## src/rtl/xmint_arb_pkg.sv

```systemverilog
// Shared types and constants for the xmint two-to-one memory port arbiter.
// Optional build macro: XMINT_ARB_RR_EN (round-robin instead of fixed data priority).
package xmint_arb_pkg;

  typedef enum logic {
    ARB_ID_INSTR = 1'b0,
    ARB_ID_DATA  = 1'b1
  } arb_id_e;

  typedef enum logic {
    LOCK_IDLE = 1'b0,
    LOCK_HELD = 1'b1
  } lock_state_e;

  // Wide enough for any practical DATA_WIDTH/8; the top slices what it needs.
  localparam logic [127:0] ARB_BE_ALL = {128{1'b1}};

endpackage

```

## src/rtl/xmint_arb_id_fifo.sv

```systemverilog
// In-order FIFO of 1-bit requester IDs for granted-but-unanswered transactions.
// A pop frees its slot in the same cycle, so push and pop may coincide when full.
module xmint_arb_id_fifo
  import xmint_arb_pkg::*;
#(
  parameter int unsigned DEPTH = 2
) (
  input  logic    clk_i,
  input  logic    rst_ni,
  input  logic    push_i,
  input  arb_id_e push_id_i,
  input  logic    pop_i,
  output logic    full_o,
  output logic    empty_o,
  output arb_id_e head_o
);

  localparam int unsigned PTR_W = (DEPTH > 1) ? $clog2(DEPTH) : 1;
  localparam int unsigned CNT_W = $clog2(DEPTH + 1);
  localparam logic [CNT_W-1:0] CNT_FULL = CNT_W'(DEPTH);
  localparam logic [PTR_W-1:0] PTR_LAST = PTR_W'(DEPTH - 1);

  logic [DEPTH-1:0] slot_q, slot_d;
  logic [PTR_W-1:0] wr_ptr_q, wr_ptr_d;
  logic [PTR_W-1:0] rd_ptr_q, rd_ptr_d;
  logic [CNT_W-1:0] cnt_q, cnt_d;
  logic             pop_s;
  logic             push_s;

  function automatic logic [PTR_W-1:0] ptr_inc(input logic [PTR_W-1:0] ptr);
    if (ptr == PTR_LAST) begin
      return '0;
    end else begin
      return ptr + PTR_W'(1);
    end
  endfunction

  // Pops on an empty FIFO are ignored so the counter cannot underflow.
  assign pop_s   = pop_i & (cnt_q != '0);
  assign push_s  = push_i & ((cnt_q != CNT_FULL) | pop_s);
  assign full_o  = (cnt_q == CNT_FULL);
  assign empty_o = (cnt_q == '0);
  assign head_o  = arb_id_e'(slot_q[rd_ptr_q]);

  always_comb begin
    slot_d   = slot_q;
    wr_ptr_d = wr_ptr_q;
    rd_ptr_d = rd_ptr_q;
    cnt_d    = cnt_q;
    if (push_s) begin
      slot_d[wr_ptr_q] = push_id_i;
      wr_ptr_d         = ptr_inc(wr_ptr_q);
    end else begin
      wr_ptr_d = wr_ptr_q;
    end
    if (pop_s) begin
      rd_ptr_d = ptr_inc(rd_ptr_q);
    end else begin
      rd_ptr_d = rd_ptr_q;
    end
    case ({push_s, pop_s})
      2'b10:   cnt_d = cnt_q + CNT_W'(1);
      2'b01:   cnt_d = cnt_q - CNT_W'(1);
      default: cnt_d = cnt_q;
    endcase
  end

  always_ff @(posedge clk_i or negedge rst_ni) begin
    if (!rst_ni) begin
      slot_q   <= '0;
      wr_ptr_q <= '0;
      rd_ptr_q <= '0;
      cnt_q    <= '0;
    end else begin
      slot_q   <= slot_d;
      wr_ptr_q <= wr_ptr_d;
      rd_ptr_q <= rd_ptr_d;
      cnt_q    <= cnt_d;
    end
  end

endmodule

```

## src/rtl/xmint_mem_arbiter.sv

```systemverilog
// Shares one req/gnt/rvalid memory port between instruction fetch and data access.
// Define XMINT_ARB_RR_EN for round-robin on contention; default is fixed data priority.
module xmint_mem_arbiter
  import xmint_arb_pkg::*;
#(
  parameter int unsigned ADDR_WIDTH      = 32,
  parameter int unsigned DATA_WIDTH      = 32,
  parameter int unsigned MAX_OUTSTANDING = 2
) (
  input  logic                    clk_i,
  input  logic                    rst_ni,
  input  logic                    instr_req_i,
  output logic                    instr_gnt_o,
  output logic                    instr_rvalid_o,
  input  logic [ADDR_WIDTH-1:0]   instr_addr_i,
  input  logic                    data_req_i,
  output logic                    data_gnt_o,
  output logic                    data_rvalid_o,
  input  logic                    data_we_i,
  input  logic [DATA_WIDTH/8-1:0] data_be_i,
  input  logic [ADDR_WIDTH-1:0]   data_addr_i,
  input  logic [DATA_WIDTH-1:0]   data_wdata_i,
  input  logic [6:0]              data_wdata_intg_i,
  output logic                    mem_req_o,
  input  logic                    mem_gnt_i,
  input  logic                    mem_rvalid_i,
  output logic                    mem_we_o,
  output logic [DATA_WIDTH/8-1:0] mem_be_o,
  output logic [ADDR_WIDTH-1:0]   mem_addr_o,
  output logic [DATA_WIDTH-1:0]   mem_wdata_o,
  output logic [6:0]              mem_wdata_intg_o
);

  localparam int unsigned BE_W = DATA_WIDTH / 8;

  lock_state_e lock_state_q, lock_state_d;
  arb_id_e     lock_id_q, lock_id_d;
  arb_id_e     arb_sel_s;
  arb_id_e     sel_s;
  arb_id_e     fifo_head_s;
  logic        fifo_full_s;
  logic        fifo_empty_s;
  logic        lock_req_s;
  logic        mem_req_s;
  logic        push_s;

`ifdef XMINT_ARB_RR_EN
  arb_id_e last_q;

  always_ff @(posedge clk_i or negedge rst_ni) begin
    if (!rst_ni) begin
      last_q <= ARB_ID_INSTR;
    end else if (push_s) begin
      last_q <= sel_s;
    end else begin
      last_q <= last_q;
    end
  end
`endif

  always_comb begin
    arb_sel_s = ARB_ID_INSTR;
    if (instr_req_i && data_req_i) begin
`ifdef XMINT_ARB_RR_EN
      arb_sel_s = (last_q == ARB_ID_DATA) ? ARB_ID_INSTR : ARB_ID_DATA;
`else
      arb_sel_s = ARB_ID_DATA;
`endif
    end else if (data_req_i) begin
      arb_sel_s = ARB_ID_DATA;
    end else begin
      arb_sel_s = ARB_ID_INSTR;
    end
  end

  // A locked requester that drops its request forfeits the lock immediately.
  assign lock_req_s = (lock_id_q == ARB_ID_DATA) ? data_req_i : instr_req_i;
  assign sel_s      = ((lock_state_q == LOCK_HELD) && lock_req_s) ? lock_id_q : arb_sel_s;

  // When full, a same-cycle response frees a slot, so the request may still issue.
  assign mem_req_s = (instr_req_i | data_req_i) & (~fifo_full_s | mem_rvalid_i) & rst_ni;
  assign push_s    = mem_req_s & mem_gnt_i;

  assign mem_req_o      = mem_req_s;
  assign instr_gnt_o    = push_s & (sel_s == ARB_ID_INSTR);
  assign data_gnt_o     = push_s & (sel_s == ARB_ID_DATA);
  assign instr_rvalid_o = mem_rvalid_i & ~fifo_empty_s & (fifo_head_s == ARB_ID_INSTR);
  assign data_rvalid_o  = mem_rvalid_i & ~fifo_empty_s & (fifo_head_s == ARB_ID_DATA);

  always_comb begin
    lock_state_d = lock_state_q;
    lock_id_d    = lock_id_q;
    case (lock_state_q)
      LOCK_IDLE: begin
        if (mem_req_s && !mem_gnt_i) begin
          lock_state_d = LOCK_HELD;
          lock_id_d    = sel_s;
        end else begin
          lock_state_d = LOCK_IDLE;
        end
      end
      LOCK_HELD: begin
        if (!lock_req_s || mem_gnt_i) begin
          lock_state_d = LOCK_IDLE;
        end else begin
          lock_state_d = LOCK_HELD;
        end
      end
      default: lock_state_d = LOCK_IDLE;
    endcase
  end

  always_ff @(posedge clk_i or negedge rst_ni) begin
    if (!rst_ni) begin
      lock_state_q <= LOCK_IDLE;
      lock_id_q    <= ARB_ID_INSTR;
    end else begin
      lock_state_q <= lock_state_d;
      lock_id_q    <= lock_id_d;
    end
  end

  always_comb begin
    mem_we_o         = 1'b0;
    mem_be_o         = '0;
    mem_addr_o       = '0;
    mem_wdata_o      = '0;
    mem_wdata_intg_o = 7'd0;
    if (mem_req_s) begin
      case (sel_s)
        ARB_ID_INSTR: begin
          mem_be_o   = ARB_BE_ALL[BE_W-1:0];
          mem_addr_o = instr_addr_i;
        end
        ARB_ID_DATA: begin
          mem_we_o         = data_we_i;
          mem_be_o         = data_be_i;
          mem_addr_o       = data_addr_i;
          mem_wdata_o      = data_wdata_i;
          mem_wdata_intg_o = data_wdata_intg_i;
        end
        default: mem_addr_o = '0;
      endcase
    end else begin
      mem_addr_o = '0;
    end
  end

  xmint_arb_id_fifo #(
    .DEPTH (MAX_OUTSTANDING)
  ) u_id_fifo (
    .clk_i     (clk_i),
    .rst_ni    (rst_ni),
    .push_i    (push_s),
    .push_id_i (sel_s),
    .pop_i     (mem_rvalid_i),
    .full_o    (fifo_full_s),
    .empty_o   (fifo_empty_s),
    .head_o    (fifo_head_s)
  );

endmodule

```

## config.mk

```make
export PLATFORM = sky130hd
export DESIGN_NAME = xmint_mem_arbiter
export DESIGN_NICKNAME = d
export VERILOG_FILES = /design/src/rtl/xmint_arb_pkg.sv /design/src/rtl/xmint_arb_id_fifo.sv /design/src/rtl/xmint_mem_arbiter.sv
export SDC_FILE = /design/constraint.sdc
export NUM_CORES = 1
export LEC_CHECK = 0
export CAP_MARGIN = 0
export CORE_UTILIZATION = 25
export CTS_BUF_LIST = sky130_fd_sc_hd__clkbuf_8
export DETAILED_ROUTE_END_ITERATION = 6
export MAX_ROUTING_LAYER = met4
export PLACE_DENSITY = 0.84
export SYNTH_ARGS = -nofsm -noshare
export SYNTH_HDL_FRONTEND = slang
export SYNTH_HIERARCHICAL = 1
export SYNTH_SLANG_ARGS = --single-unit
```

## constraint.sdc

```tcl
create_clock -name clk_i -period 2.5 [get_ports clk_i]
set_input_delay 0.25 -clock clk_i [delete_from_list [all_inputs] [get_ports clk_i]]
set_output_delay 0.25 -clock clk_i [all_outputs]
set_load 0.02 [all_outputs]
```

==> flow_metrics.py <==
metrics = {
    "yosys": {
        "synth-seq-area-share_pct": 14.6,
        "synth_area_leader_cell": "and3_1",
        "synth_nets": 328,
        "avgSynthCellArea_um2": 6.46,
        "yosysTopAreaCellShare_pct": 19.1,
        "synthCells": 213,
        "ys_warn_count": 6,
        "yosysUniqueCellTypes": 32,
        "synth.top_cells.by_area": "and3_1 19%, dfrtp_1 15%, o21ai_0 12%",
        "syn_area_um2": 1380,
        "yosys_register_bits": 8,
    },
    "die": {
        "die_y_um": 76.2,
        "ios": 195,
        "die_w_um": 76.2,
        "initial_utilization_pct": 26.4,
        "coreArea_um2": 5200,
        "die-area_um2": 5800,
        "fp-row-count": 26,
    },
    "finish": {
        "seq_area_um2": 200,
        "design_area_um2": 3420,
        "area_growth_pct": 149,
        "diodes": 0,
        "layout.nets": 520,
        "final_layout_size_suffix_gt1_share_pct": 6.95,
        "nFillCells": 478,
        "multi_input_area_um2": 1030,
    },
    "drt": {
        "vias": 2327,
        "dr.pass1.iters": 4,
        "drt-vias-per-instance": 4.92,
        "drc": 0,
        "detail-route-antenna-nets": 0,
        "wirelength_um": 6700,
        "drt-initial-drc-count": 75,
        "wl_per_cell_um": 14.2,
    },
    "flow_run": {
        "drv_cap": 0,
    },
    "sta": {
        "timing.fmax_mhz": 418,
        "fin_worst_skew_ns": 0.00171,
        "fin_crit_sh_pct": 95.7,
        "finalSetupViolCount": 0,
        "rsz0062_at_grt": "false",
        "slew_violations": 0,
        "timing.final.ws_setup_ns": 0.106,
        "finalSetupTns_ns": 0,
        "finalWorstPathRequiredPeriod_ns": 2.39,
        "slew_headroom_pct": 80.1,
        "worst_slew_pin_slew_ns": 0.298,
        "hold_violations": 0,
    },
    "worst_setup_path": {
        "crit_buf_inv": 3,
        "arrival_ns": 2.14,
        "crit_fanout": 29,
        "crit_family": "buffers and inverters",
        "critPathLaunchType": "register",
        "cp-end-kind": "primary output",
        "critPathKind": "register to primary output",
        "slowest_stage": "clkdlybuf4s50_1",
        "required_ns": 2.25,
        "path_cells": "and2b_1, nor2b_1, or2_1, inv_4, buf_12, clkdlybuf4s50_1",
        "slowest_delay_ns": 0.61,
    },
    "global_routing": {
        "overflow": 0,
        "grt_pass1_vias": 2293,
        "antenna_found_initial": 0,
        "grtUsageTotal_pct": 22.2,
        "grt_pass1_wl_um": 10200,
        "grt_max_degree": 33,
    },
    "cts": {
        "htree_levels": 1,
        "cts.sinks": 8,
        "path_clk_slew_ns": 0.04,
        "numCtsBuffers": 3,
        "cts-root-buf": "clkbuf_8",
        "clock_path_buffers": 2,
        "clk_latency_ns": 0.23,
        "tritoncts": "yes",
    },
    "pwr": {
        "power.density_nw_per_um2": 400,
        "peakVddDrop_uv": 219,
        "power_leakage_nw": 1.86,
    },
    "placed_design": {
        "post_dp_cell_area_um2": 3450,
        "port-buffer-count": 194,
        "gp_congestion": 0.778,
        "hpwl_um": 5420,
        "pre_cts_ws_ns": 0.00491,
    },
    "worst_hold_path": {
        "hp-class": "input pin to async pin",
    },
    "outcome": {
        "status": "finished, final reports clean",
    },
}
worst paths after layout:
kind | start | end | slack (ns) | cells after the start
worst max-delay path | u_id_fifo/cnt_q[0] | mem_req_o | 0.11 | 6
worst min-delay path | rst_ni | u_id_fifo/cnt_q[0] | 0.37 | 2
worst max register to register | u_id_fifo/cnt_q[0] | u_id_fifo/cnt_q[1] | 0.24 | 10
worst min register to register | u_id_fifo/rd_ptr_q | u_id_fifo/rd_ptr_q | 0.48 | 1
max in group asynchronous | rst_ni | u_id_fifo/slot_q[1] | 2.01 | 2
min in group clk_i | u_id_fifo/rd_ptr_q | u_id_fifo/rd_ptr_q | 0.48 | 1
final cells by class:
class	instances	share of cell area, %
Timing Repair Buffer	213	59.9
Multi-Input combinational cell	176	30.1
Sequential cell	8	5.85
Tap cell	70	2.56
Clock buffer	3	1.21
Inverter	3	0.402
cell families (layout without fill, tap and decap cells):
family                   Yosys count  count (layout)  share of synthesized area (%)
multiplexers                       3               3                           2.64
adder cells (fa/ha/maj)            1               1                          0.910
XOR/XNOR                           5               5                           3.19
AND/OR/NAND/NOR                   92              92                           39.2
buffers and inverters             29             219                           10.6
AO/OA/AOI/OAI                     75              75                           28.8
flip-flops                         8               8                           14.6
cells in the final DEF, fill, tap and decap left out, types with 2 or more instances in the layout:
cell	instances
clkdlybuf4s50_1	116
xor2_1	2
nor2b_1	2
o31ai_1	2
dfrtp_1	8
buf_4	16
and3b_1	2
dlygate4sd2_1	71
nand2_1	3
and3_1	42
o21ai_0	34
nor2_1	2
nor3b_1	2
a21oi_1	33
clkbuf_8	3
xnor2_1	3
inv_1	2
nand3_1	32
o21a_1	5
buf_12	3
dlymetal6s2s_1	7
power by group:
group / switching, mW / total [mW] / internal (mW)
registers: 0.0621 / 0.253 / 0.191
clock network: 0.0504 / 0.155 / 0.104
logic: 0.460 / 0.961 / 0.501
total: 0.572 / 1.37 / 0.796
cell usage after synthesis (all sizes together):
cell type  instances
and2               1
xor2               2
inv                3
mux2               2
a21oi             33
nand3             32
nand3b             1
o21ai             35
ha                 1
nor2               2
o31ai              2
nor3b              2
nand2              3
nor2b              2
or2                2
o21a               5
xnor2              3
buf               11
nand2b             1
or3b               1
clkbuf            15
and3b              2
and3              42
dfrtp              8
and2b              1
mux2i              1
repair_timing:
item                                    in CTS  in global routing
buffers inserted                             0                  0
endpoints found under the setup margin      71                  7
gates resized for setup                     71                  7
hold buffers                                 0                  0
through the flow:
stage,hold WS [ns],power (mW),cells,util [%]
floorplan,-0.0456,0.766,213,-
global placement,0.467,1.26,470,66.3
detailed placement,0.472,1.29,470,66.3
CTS,0.378,1.38,473,65.4
global route,0.392,1.46,473,65.7
finish,0.370,1.37,473,65.7
registers in the layout, summed over array words and instances (netlist names):
name and flops:
u_id_fifo/rd_ptr_q 1, u_id_fifo/wr_ptr_q 1, lock_state_q 1, lock_id_q 1
u_id_fifo/slot_q 2, u_id_fifo/cnt_q 2
layer usage:
layer / part of all wire [%] / wire (um) / up-vias / track usage (%)
li1: - / - / 1156 / -
met1: 39 / 2590 / 1046 / 22.0
met2: 52 / 3480 / 119 / 43.9
met3: 8.2 / 552 / 6 / 3.59
met4: 1.3 / 87 / 0 / 6.73
met5: 0 / 0 / - / -
Note: power is estimated with default switching activity, not from simulation.
